**config.mk**
```make
export PLATFORM = sky130hd
export DESIGN_NAME = sdram_cmd_ctrl
export DESIGN_NICKNAME = d
export VERILOG_FILES = /design/src/rtl/sdram_cmd_ctrl.sv
export SDC_FILE = /design/constraint.sdc
export NUM_CORES = 1
export LEC_CHECK = 0
export BUFFER_PORTS_ARGS = -buffer_cell sky130_fd_sc_hd__buf_4
export CAP_MARGIN = 25
export CORE_ASPECT_RATIO = 1.25
export CORE_MARGIN = 2
export CORE_UTILIZATION = 45
export DETAILED_ROUTE_END_ITERATION = 10
export PLACE_DENSITY = 0.81
export SETUP_SLACK_MARGIN = 0.05
export SLEW_MARGIN = 20
export SYNTH_ARGS = -nofsm -noshare
export SYNTH_HDL_FRONTEND = slang
export SYNTH_SLANG_ARGS = --single-unit
```
**constraint.sdc**
```tcl
create_clock -name sdram_clk -period 4.7 [get_ports sdram_clk]
set_clock_uncertainty 0.05 [all_clocks]
set_input_delay 0 -clock sdram_clk [delete_from_list [all_inputs] [get_ports sdram_clk]]
set_output_delay 0 -clock sdram_clk [all_outputs]
set_load 0.03 [all_outputs]
```
**src/rtl/sdram_cmd_ctrl.sv**
```systemverilog
// SDRAM command controller: power-up init, periodic refresh,
// 8-halfword read bursts and paired halfword writes for one port.
`timescale 1ns/1ps
module sdram_cmd_ctrl #(
  parameter int CAS_LAT    = 2,
  parameter int T_RCD      = 2,
  parameter int T_RP       = 2,
  parameter int T_RFC      = 7,
  parameter int T_WR       = 2,
  parameter int REF_PERIOD = 780,
  parameter int INIT_WAIT  = 20000
) (
  input  logic        sdram_clk,
  input  logic        sdram_rst,
  input  logic        acc_i,
  input  logic        we_i,
  input  logic [31:0] adr_i,
  input  logic [15:0] dat_i,
  input  logic [1:0]  sel_i,
  output logic        ack_o,
  output logic [31:0] adr_o,
  output logic [15:0] dat_o,
  output logic [3:0]  sdram_cmd_o,
  output logic [1:0]  sdram_ba_o,
  output logic [12:0] sdram_a_o,
  output logic        sdram_cke_o,
  output logic [1:0]  sdram_dqm_o,
  output logic [15:0] sdram_dq_o,
  output logic        sdram_dq_oe_o,
  input  logic [15:0] sdram_dq_i
);

  localparam logic [3:0] CMD_NOP = 4'b0111;
  localparam logic [3:0] CMD_ACT = 4'b0011;
  localparam logic [3:0] CMD_RD  = 4'b0101;
  localparam logic [3:0] CMD_WR  = 4'b0100;
  localparam logic [3:0] CMD_PRE = 4'b0010;
  localparam logic [3:0] CMD_REF = 4'b0001;
  localparam logic [3:0] CMD_MRS = 4'b0000;

  localparam int TMAX = INIT_WAIT + T_RFC + T_RP + T_WR
                      + T_RCD + CAS_LAT + 16;
  localparam int TW = $clog2(TMAX + 1);
  localparam int RW = $clog2(REF_PERIOD + 1);

  typedef enum logic [3:0] {
    S_INIT, S_IDLE, S_ACT, S_RD, S_RD_DATA,
    S_WR_HI, S_WR_LO, S_REF, S_WAIT
  } st_e;

  st_e           state_q, state_d, ret_q, ret_d;
  logic [TW-1:0] tmr_q, tmr_d;
  logic [1:0]    ip_q, ip_d;
  logic          init_done_q, init_done_d;
  logic [RW-1:0] ref_cnt_q, ref_cnt_d;
  logic          ref_pend_q, ref_pend_d;
  logic          we_q, we_d;
  logic [31:0]   adr_q, adr_d;
  logic [15:0]   wdat_q, wdat_d;
  logic [1:0]    sel_q, sel_d;
  logic          ack_q, ack_d;
  logic [31:0]   radr_q, radr_d;
  logic [15:0]   rdat_q, rdat_d;
  logic [3:0]    cmd_q, cmd_d;
  logic [1:0]    ba_q, ba_d;
  logic [12:0]   a_q, a_d;
  logic [1:0]    dqm_q, dqm_d;
  logic [15:0]   dq_q, dq_d;
  logic          oe_q, oe_d;
  logic          rst_sync_q;
  logic          go_wait;
  int            wait_n;
  st_e           wait_ret;
  logic [2:0]    beat;
  logic          unused_bits;

  assign unused_bits = adr_q[0];

  // Deassertion is retimed to the clock; assertion stays asynchronous.
  always_ff @(posedge sdram_clk or posedge sdram_rst) begin
    if (sdram_rst) rst_sync_q <= 1'b1;
    else           rst_sync_q <= 1'b0;
  end

  always_comb begin
    state_d     = state_q;
    ret_d       = ret_q;
    tmr_d       = tmr_q;
    ip_d        = ip_q;
    init_done_d = init_done_q;
    ref_cnt_d   = ref_cnt_q;
    ref_pend_d  = ref_pend_q;
    we_d        = we_q;
    adr_d       = adr_q;
    wdat_d      = wdat_q;
    sel_d       = sel_q;
    ack_d       = 1'b0;
    radr_d      = radr_q;
    rdat_d      = rdat_q;
    cmd_d       = CMD_NOP;
    ba_d        = ba_q;
    a_d         = a_q;
    dqm_d       = 2'b11;
    dq_d        = '0;
    oe_d        = 1'b0;
    go_wait     = 1'b0;
    wait_n      = 0;
    wait_ret    = S_IDLE;
    beat        = adr_q[3:1] + ~tmr_q[2:0];

    unique case (state_q)
      S_WAIT: begin
        if (tmr_q == '0) state_d = ret_q;
        else             tmr_d = tmr_q - 1'b1;
      end
      S_INIT: begin
        go_wait  = 1'b1;
        ip_d     = ip_q + 2'd1;
        wait_ret = S_INIT;
        unique case (ip_q)
          2'd0:      wait_n = T_RP;
          2'd1, 2'd2: wait_n = T_RFC;
          default: begin
            wait_n   = 2;
            wait_ret = S_IDLE;
          end
        endcase
      end
      S_IDLE: begin
        if (ref_pend_q) begin
          state_d = S_REF;
        end else if (acc_i) begin
          state_d = S_ACT;
          we_d    = we_i;
          adr_d   = adr_i;
          wdat_d  = dat_i;
          sel_d   = sel_i;
        end
      end
      S_ACT: begin
        go_wait  = 1'b1;
        wait_n   = T_RCD;
        wait_ret = we_q ? S_WR_HI : S_RD;
      end
      S_RD: begin
        state_d = S_RD_DATA;
        tmr_d   = TW'(CAS_LAT + 6);
      end
      // tmr 7..0 marks the eight cycles the pad carries burst data
      S_RD_DATA: begin
        if (tmr_q <= TW'(7)) begin
          rdat_d = sdram_dq_i;
          radr_d = {adr_q[31:4], beat, 1'b0};
          ack_d  = (tmr_q == TW'(7));
        end
        if (tmr_q == '0) begin
          go_wait = 1'b1;
          wait_n  = T_RP + 1;
        end else begin
          tmr_d = tmr_q - 1'b1;
        end
      end
      S_WR_HI: state_d = S_WR_LO;
      S_WR_LO: begin
        go_wait = 1'b1;
        wait_n  = T_WR + T_RP;
      end
      S_REF: begin
        go_wait = 1'b1;
        wait_n  = T_RFC - 1;
      end
      default: state_d = S_IDLE;
    endcase

    if (go_wait) begin
      if (wait_n <= 1) begin
        state_d = wait_ret;
      end else begin
        state_d = S_WAIT;
        ret_d   = wait_ret;
        tmr_d   = TW'(wait_n - 2);
      end
    end

    unique case (state_d)
      S_INIT: begin
        ba_d = 2'b00;
        unique case (ip_d)
          2'd0: begin
            cmd_d = CMD_PRE;
            a_d   = 13'h0400;
          end
          2'd1, 2'd2: cmd_d = CMD_REF;
          default: begin
            cmd_d = CMD_MRS;
            a_d   = {3'b000, 1'b1, 2'b00, 3'(CAS_LAT), 1'b0, 3'b011};
          end
        endcase
      end
      S_REF: cmd_d = CMD_REF;
      S_ACT: begin
        cmd_d = CMD_ACT;
        ba_d  = adr_d[24:23];
        a_d   = adr_d[22:10];
      end
      S_RD: begin
        cmd_d = CMD_RD;
        ba_d  = adr_q[24:23];
        a_d   = {2'b00, 1'b1, 1'b0, adr_q[9:1]};
        dqm_d = 2'b00;
      end
      S_RD_DATA: dqm_d = 2'b00;
      S_WR_HI: begin
        cmd_d = CMD_WR;
        ba_d  = adr_q[24:23];
        a_d   = {2'b00, 1'b0, 1'b0, adr_q[9:1]};
        dq_d  = wdat_q;
        dqm_d = ~sel_q;
        oe_d  = 1'b1;
      end
      // second halfword comes live from the requester
      S_WR_LO: begin
        cmd_d = CMD_WR;
        ba_d  = adr_q[24:23];
        a_d   = {2'b00, 1'b1, 1'b0, adr_i[9:1]};
        dq_d  = dat_i;
        dqm_d = ~sel_i;
        oe_d  = 1'b1;
        ack_d = 1'b1;
      end
      default: ;
    endcase

    init_done_d = init_done_q | (state_d == S_IDLE);
    if (state_d == S_REF) ref_pend_d = 1'b0;
    if (init_done_q) begin
      if (ref_cnt_q == RW'(REF_PERIOD - 1)) begin
        ref_cnt_d  = '0;
        ref_pend_d = 1'b1;
      end else begin
        ref_cnt_d = ref_cnt_q + 1'b1;
      end
    end
  end

  always_ff @(posedge sdram_clk or posedge rst_sync_q) begin
    if (rst_sync_q) begin
      state_q     <= S_WAIT;
      ret_q       <= S_INIT;
      tmr_q       <= TW'(INIT_WAIT - 1);
      ip_q        <= 2'd0;
      init_done_q <= 1'b0;
      ref_cnt_q   <= '0;
      ref_pend_q  <= 1'b0;
      we_q        <= 1'b0;
      adr_q       <= '0;
      wdat_q      <= '0;
      sel_q       <= '0;
      ack_q       <= 1'b0;
      radr_q      <= '0;
      rdat_q      <= '0;
      cmd_q       <= CMD_NOP;
      ba_q        <= '0;
      a_q         <= '0;
      dqm_q       <= 2'b11;
      dq_q        <= '0;
      oe_q        <= 1'b0;
    end else begin
      state_q     <= state_d;
      ret_q       <= ret_d;
      tmr_q       <= tmr_d;
      ip_q        <= ip_d;
      init_done_q <= init_done_d;
      ref_cnt_q   <= ref_cnt_d;
      ref_pend_q  <= ref_pend_d;
      we_q        <= we_d;
      adr_q       <= adr_d;
      wdat_q      <= wdat_d;
      sel_q       <= sel_d;
      ack_q       <= ack_d;
      radr_q      <= radr_d;
      rdat_q      <= rdat_d;
      cmd_q       <= cmd_d;
      ba_q        <= ba_d;
      a_q         <= a_d;
      dqm_q       <= dqm_d;
      dq_q        <= dq_d;
      oe_q        <= oe_d;
    end
  end

  assign ack_o         = ack_q;
  assign adr_o         = radr_q;
  assign dat_o         = rdat_q;
  assign sdram_cmd_o   = cmd_q;
  assign sdram_ba_o    = ba_q;
  assign sdram_a_o     = a_q;
  assign sdram_cke_o   = 1'b1;
  assign sdram_dqm_o   = dqm_q;
  assign sdram_dq_o    = dq_q;
  assign sdram_dq_oe_o = oe_q;

endmodule

```
==> flow_metrics.tcl, run 1 <==
set metrics [dict create \
    route.layer.met1.wl_um 7128 \
    cts_made_buffers 17 \
    powerDensity_mw_per_mm2 510.3 \
    maxCapViolations 0 \
    fin_cells 1039 \
    most-common-layout-cells "159 x buf_4, 156 x dfrtp_1, 100 x mux2_2" \
    timing.critical_path.slowest_cell_delay_ns 0.62 \
    synth_top_family_by_area "multiplexers" \
    die_x_um 119.5 \
    wl_um 19080 \
    synth-simple-area-share_pct 10.12 \
    drt-pass1-iter-count 6 \
    all_layer_global_routing_usage_pct 22.50 \
    detailedPlacementHpwl_um 11960 \
    grt-ovfl-total 0 \
    timing.slew.headroom_pct 41.21 \
    rr_startpoint "state_q[0]$_DFF_PP0_" \
    period_share_pct 74.75 \
    worst_path_dominant_cell_family "compound AO/OA/AOI/OAI gates" \
    critical_path.cell_chain "or4b_1 -> nor2_1 -> a41oi_2 -> o21ai_2 -> o22ai_2 -> a222oi_1 -> a21bo_1" \
    critPathLaunch "state_q[0]$_DFF_PP0_" \
    total_power_w 0.005155 \
    finalHoldViolCount 0 \
    pwr-share-comb_pct 31.4 \
    final_cell_area_mm2 0.01010 \
    syn-cell-area_mm2 0.007506 \
    power_switching_share_pct 35.09 \
    layout.core_utilization_pct 62.12 \
    fp.dieH_um 148.4 \
    clk_pin_slew_worst_paths_ns 0.07 \
    ff2ff_path_depth 7 \
    min_period_ns 3.513 \
    synth_sequential_area_ratio_pct 57.61 \
    avgSynthCellArea_um2 12.74 \
    timing.critical_path.from_type "flop" \
    areaGrowthSynthToFinish_pct 34.61 \
    floorplan.core_area_mm2 0.01627 \
    floorplan.initialDensity_pct 46.15 \
    clock_tree.root_cell "clkbuf_16" \
    io_buffers 153 \
    ys_async_sr_fraction_pct 100.0 \
    num_antenna_cells 0 \
    detail_route.wl_per_cell_um 18.36 \
    top_signal_layer_used "met4" \
    status "finished clean" \
    endpoint_kind "flop" \
    reg2reg_to "sdram_a_o[7]$_DFFE_PP0P_" \
    dr_wl_met3_um 1133 \
    synth_flop_cell "dfrtp_1" \
    num_vias 5658 \
    post_route_cells_drive_above_1_share_pct 40.34 \
    grt_setup_unrepaired "no" \
    yosysUniqueCellTypes 68 \
    placement_rows 52 \
    first_global_vias 5990 \
    placement.cell_area_mm2 0.008884 \
    synth_adder_area_share_pct 1.600 \
    max_freq_mhz 284.6 \
    global_route_wire_length_before_repair_um 31130 \
    cts-resized-gates 0 \
    power_frac_clock_pct 25.2 \
    layout_commonest_cell "buf_4" \
    finalWeightedCongestion 0.8951 \
    worst_ir_drop_on_vdd_uv 340.1 \
    floorplan.io_pins 158 \
    die_area_mm2 0.01774 \
    final_antenna_net_count 0 \
    synth-xor-area-share_pct 1.167 \
    pwr-share-seq_pct 43.3 \
    path_class "reg2reg" \
    final_net_count 889 \
    final-setup-viol-count 0 \
    postSynthRegisterBits 172 \
    syn_inst 589 \
    critical_path_s_slowest_cell "or4b_1" \
    drt-vias-per-instance 5.446 \
    power_switching_w 0.001809 \
    ys_warn_count 0 \
    cts_hold_buf 67 \
    met2_length_um 10420 \
    post_cts_buffers 0 \
    fin_tns_setup_ns 0 \
    clock_insertion_delay_worst_skew_ns 0.43 \
    largest_net_degree_at_the_start_of_global_routing 58 \
    detail_route.iter0.violations 222 \
    worst-endpoint-required_ns 4.96 \
    p_leak_nw 4.782 \
    critical_path.max_fanout 17 \
    grt_antenna_before_repair 0 \
    synth_edf_count 0 \
    synth.mux.area_fraction_pct 15.40 \
    htree_levels 4 \
    worstPathBufferInverterCount 0 \
    maxSlewViolCount 0 \
    dp.cells 939 \
    worst-r2r-setup-slack_ns 1.19 \
    synth-compound-area-share_pct 11.17 \
    timing_worst_slew_pin_value_ns 0.8786 \
    maximum_clock_insertion_buffer_count 2 \
    cts_num_sinks 172 \
    cts_tree "done" \
    critical_path_arrival_ns 3.77 \
    min-delay-path-class "in2async" \
    drc 0 \
    internal_power_w 0.003346 \
]
metrics by stage:
stage               hold WS, ns  worst slack (ns)
global placement       -0.04279             1.367
global route            0.08278            0.9352
CTS                     0.06950             1.228
finish                  0.08040             1.187
floorplan               -0.1603             2.017
detailed placement     -0.03716             1.272
tightest hold or removal path: stages:
cell and delay (ns):
dlygate4sd3_1 0.54, buf_4 0.13, inv_1 0.05
metal layers:
metal  vias up  track usage [%]
met5         -                0
met4         0            7.235
met3        34            6.863
met2       184            40.60
met1      2855            25.37
li1       2585                -
registers in the layout, summed over array words and instances, names as in the netlist, 2 cells and up:
signal and cells:
sdram_ba_o 2, dat_o 16, ip_q 2, ret_q 3
sdram_dq_o 16, sdram_dqm_o 2, tmr_q 15, state_q 4
adr_o 31, adr_q 31, sdram_cmd_o 3, sdram_a_o 13
sel_q 2, wdat_q 16, ref_cnt_q 10
power groups by stage:
stage,Clock [W],Combinational [W],Sequential [W]
final,0.00130,0.00162,0.00223
after global routing,0.00139,0.00178,0.00229
after CTS,0.00132,0.00161,0.00221
after detailed placement,0,0.00155,0.00224
after global placement,0,0.00150,0.00221
after floorplan,0,0.00105,0.00226
layout make-up:
type	instances	area [µm²]
clock buffers	21	460.4
multi-input cells	373	2994
fillers	1225	6162
repair buffers	228	1897
flip-flops and latches	172	4324
inverters	18	73.82
well taps	216	270.3
clock inverters	11	83.83
cell families after synthesis:
family | after synthesis
AOI/OAI and AO/OA | 110
xor gates and xnor gates | 10
adders and majority gates | 9
buffers and inverters | 46
DFF | 172
muxes | 103
other | 2
and+or+nand+nor | 137
worst max-delay path by stage:
stage / to / slack (ns) / cells past startpoint
global route: sdram_a_o[3]$_DFFE_PP0P_ / 0.94 / 7
detailed placement: sdram_a_o[8]$_DFFE_PP0P_ / 1.27 / 7
floorplan: sdram_a_o[2]$_DFFE_PP0P_ / 2.02 / 9
CTS: sdram_a_o[8]$_DFFE_PP0P_ / 1.23 / 7
finish: sdram_a_o[7]$_DFFE_PP0P_ / 1.19 / 7
global placement: sdram_a_o[1]$_DFFE_PP0P_ / 1.37 / 7
cells in the mapped netlist (4+ instances only):
master	instances	share of area, %
a21oi_1	20	1.3
xor2_1	5	0.58
a21bo_1	6	0.80
xnor2_1	5	0.58
mux2_2	100	15
nor2_1	30	1.5
dfrtp_1	156	52
or4_1	4	0.40
nand2b_1	6	0.50
ha_1	8	1.3
a31oi_1	8	0.67
dfstp_2	16	5.6
nor3_1	6	0.40
nand3_1	12	0.80
nor4_1	6	0.50
a222oi_1	9	1.2
clkbuf_1	17	0.85
nand2_1	33	1.7
inv_1	16	0.80
a22o_1	21	2.5
nand4_1	4	0.33
or3_1	5	0.42
buf_4	7	0.70
a22oi_1	4	0.40
and2_1	5	0.42
o21ai_0	16	1.1
No activity file was read; power rests on OpenSTA's default activity.
==> run 2, diff against run 1 <==
PLACE_DENSITY = 0.79   (was 0.81)
clock period = 3.3 ns   (was 4.7 ns; I/O delays follow)
==> run 2 against run 1 <==
Compared with the run above:
- final area increased by 1.8%
- register-to-register slack got worse by 0.98 ns
- total power increased by 49%
- setup slack got worse by 0.98 ns
- critical endpoint is now sdram_a_o[0]$_DFFE_PP0P_
- clock power increased by 58%
- highest routed layer unchanged
- core utilization increased by 1.1 points
- global-route usage decreased by 0.15 points
- largest cell class unchanged
- critical path type unchanged
==> flow_metrics.tcl, run 2 (same netlist as run 1, synthesis figures left out) <==
set metrics [dict create \
    maxSlewViolCount 0 \
    endpoint_kind "flop" \
    period_share_pct 93.84 \
    cts_num_sinks 172 \
    path_class "reg2reg" \
    min_period_ns 3.097 \
    placement_rows 52 \
    detail_route.iter0.violations 344 \
    worst-r2r-setup-slack_ns 0.20 \
    worstPathBufferInverterCount 3 \
    drt-vias-per-instance 5.514 \
    worst-endpoint-required_ns 3.53 \
    floorplan.io_pins 158 \
    final_net_count 899 \
    global_route_wire_length_before_repair_um 31620 \
    detailedPlacementHpwl_um 12840 \
    finalWeightedCongestion 0.8807 \
    cts_tree "done" \
    layout.core_utilization_pct 63.22 \
    status "finished clean" \
    final-setup-viol-count 0 \
    cts_made_buffers 17 \
    first_global_vias 6195 \
    reg2reg_to "sdram_a_o[0]$_DFFE_PP0P_" \
    timing.critical_path.slowest_cell_delay_ns 0.51 \
    clock_insertion_delay_worst_skew_ns 0.42 \
    grt.busiest_layer "met2" \
    critPathLaunch "tmr_q[1]$_DFF_PP1_" \
    post_route_cells_drive_above_1_share_pct 41.54 \
    nFillCells 1172 \
    max_freq_mhz 322.9 \
    critical_path.cell_chain "inv_1 -> ha_2 -> or4b_1 -> nor4_4 -> buf_4 -> a31oi_4 -> inv_4 -> nand3_4 -> a21oi_4 -> a311o_1 -> a22oi_1" \
    final_antenna_net_count 0 \
    rr_startpoint "tmr_q[1]$_DFF_PP1_" \
    gr-usage-met1_pct 26.12 \
    met2_track_demand_over_resource_pct 40.80 \
    floorplan.core_area_mm2 0.01627 \
    layout_commonest_cell "buf_4" \
    maxCapViolations 0 \
    htree_levels 4 \
    finalHoldViolCount 0 \
    largest_net_degree_at_the_start_of_global_routing 87 \
    powerDensity_mw_per_mm2 746.4 \
    all_layer_global_routing_usage_pct 22.35 \
    sequential_cell_area_mm2 0.004324 \
    fp.dieH_um 148.4 \
    critical_path_s_slowest_cell "or4b_1" \
    timing.critical_path.from_type "flop" \
    worst_ir_drop_on_vdd_uv 428.5 \
    drt-pass1-iter-count 7 \
    die_area_mm2 0.01774 \
    grt_antenna_before_repair 0 \
    grt-ovfl-total 0 \
    p_leak_nw 4.861 \
    clock_tree.root_cell "clkbuf_16" \
    grt_setup_unrepaired "no" \
    maximum_clock_insertion_buffer_count 2 \
    floorplan.initialDensity_pct 46.15 \
    multi_input_comb_area_mm2 0.003020 \
    worst_path_dominant_cell_family "simple AND/OR/NAND/NOR gates" \
    wl_um 19400 \
    areaGrowthSynthToFinish_pct 36.99 \
    min-delay-path-class "in2async" \
    ff2ff_path_depth 11 \
    critical_path.max_fanout 10 \
    num_antenna_cells 0 \
    most-common-layout-cells "168 x buf_4, 156 x dfrtp_1, 100 x mux2_2" \
    fin_tns_setup_ns 0 \
    num_vias 5784 \
    detail_route.wl_per_cell_um 18.49 \
    timing_worst_slew_pin_value_ns 0.6274 \
    io_buffers 153 \
    gr-usage-met3_pct 5.445 \
    timing.slew.headroom_pct 57.82 \
    critical_path_arrival_ns 3.32 \
    die_x_um 119.5 \
    clk_pin_slew_worst_paths_ns 0.07 \
    drc 0 \
]
[run 2: changes by cell type in the layout (fill, tap and decap cells not counted), moves of 2 or more]
cell	previous run	this run
bufinv_16	0	2
inv_8	0	2
clkbuf_8	2	0
inv_6	5	7
buf_4	159	168
clkinv_4	2	0
buf_12	0	3
clkinv_2	3	1
[run 2: layout make-up]
cell class	instances	area share, %
clock inverter	14	1.679
inverter	18	0.7179
timing repair buffer	238	19.37
multi-input combinational	373	29.37
sequential	172	42.05
tap	216	2.628
clock buffer	18	4.174
[run 2: worst max path at each step]
stage,slack (ns),depth (start not counted),to
finish,0.20,11,sdram_a_o[0]$_DFFE_PP0P_
global route,0.03,11,sdram_a_o[0]$_DFFE_PP0P_
CTS,0.10,9,sdram_a_o[0]$_DFFE_PP0P_
detailed placement,0.18,9,sdram_a_o[5]$_DFFE_PP0P_
global placement,0.30,9,sdram_a_o[1]$_DFFE_PP0P_
floorplan,0.62,9,sdram_a_o[2]$_DFFE_PP0P_
[run 2: metrics by stage]
step                      power [W]  worst slack (ns)  cell area [µm²]  hold WS [ns]  instances
after global placement     0.005373            0.3018             8969      -0.03685        948
after CTS                  0.007621            0.1016            10240       0.06429       1047
final                      0.007675            0.2032            10280       0.09049       1049
after detailed placement   0.005494            0.1832             8969      -0.03277        948
after global routing       0.008065           0.03060            10280       0.09198       1049
after floorplan            0.004705            0.6169             7517       -0.1603        591
[run 2: metal layers]
| metal | part of all wire (%) | up-vias |
|---|---|---|
| li1 | - | 2605 |
| met4 | 1.7 | 0 |
| met2 | 54 | 185 |
| met5 | 0 | - |
| met3 | 5.2 | 26 |
| met1 | 39 | 2968 |
[run 2: worst reg2reg max path, delay by kind of cell (launching register included)]
family | cells | cell delay [ns]
compound gates | 4 | 0.90
buf+inv | 3 | 0.47
fa+ha+maj | 1 | 0.24
simple gates | 3 | 0.89
flops | 1 | 0.40
[run 2: report_power, final]
part           internal [W]  leakage (nW)  switching (W)
sequential          0.00272          2.16       0.000456
combinational       0.00110          2.41        0.00135
clock               0.00115         0.294       0.000903
[run 2: timing repair]
action | 4_1_cts | 5_1_grt
resized for setup | 0 | 4
hold buffers | 67 | 0
buffers inserted | 0 | 2
endpoints found under the setup margin | 0 | 13
hold endpoints to repair | 98 | 0
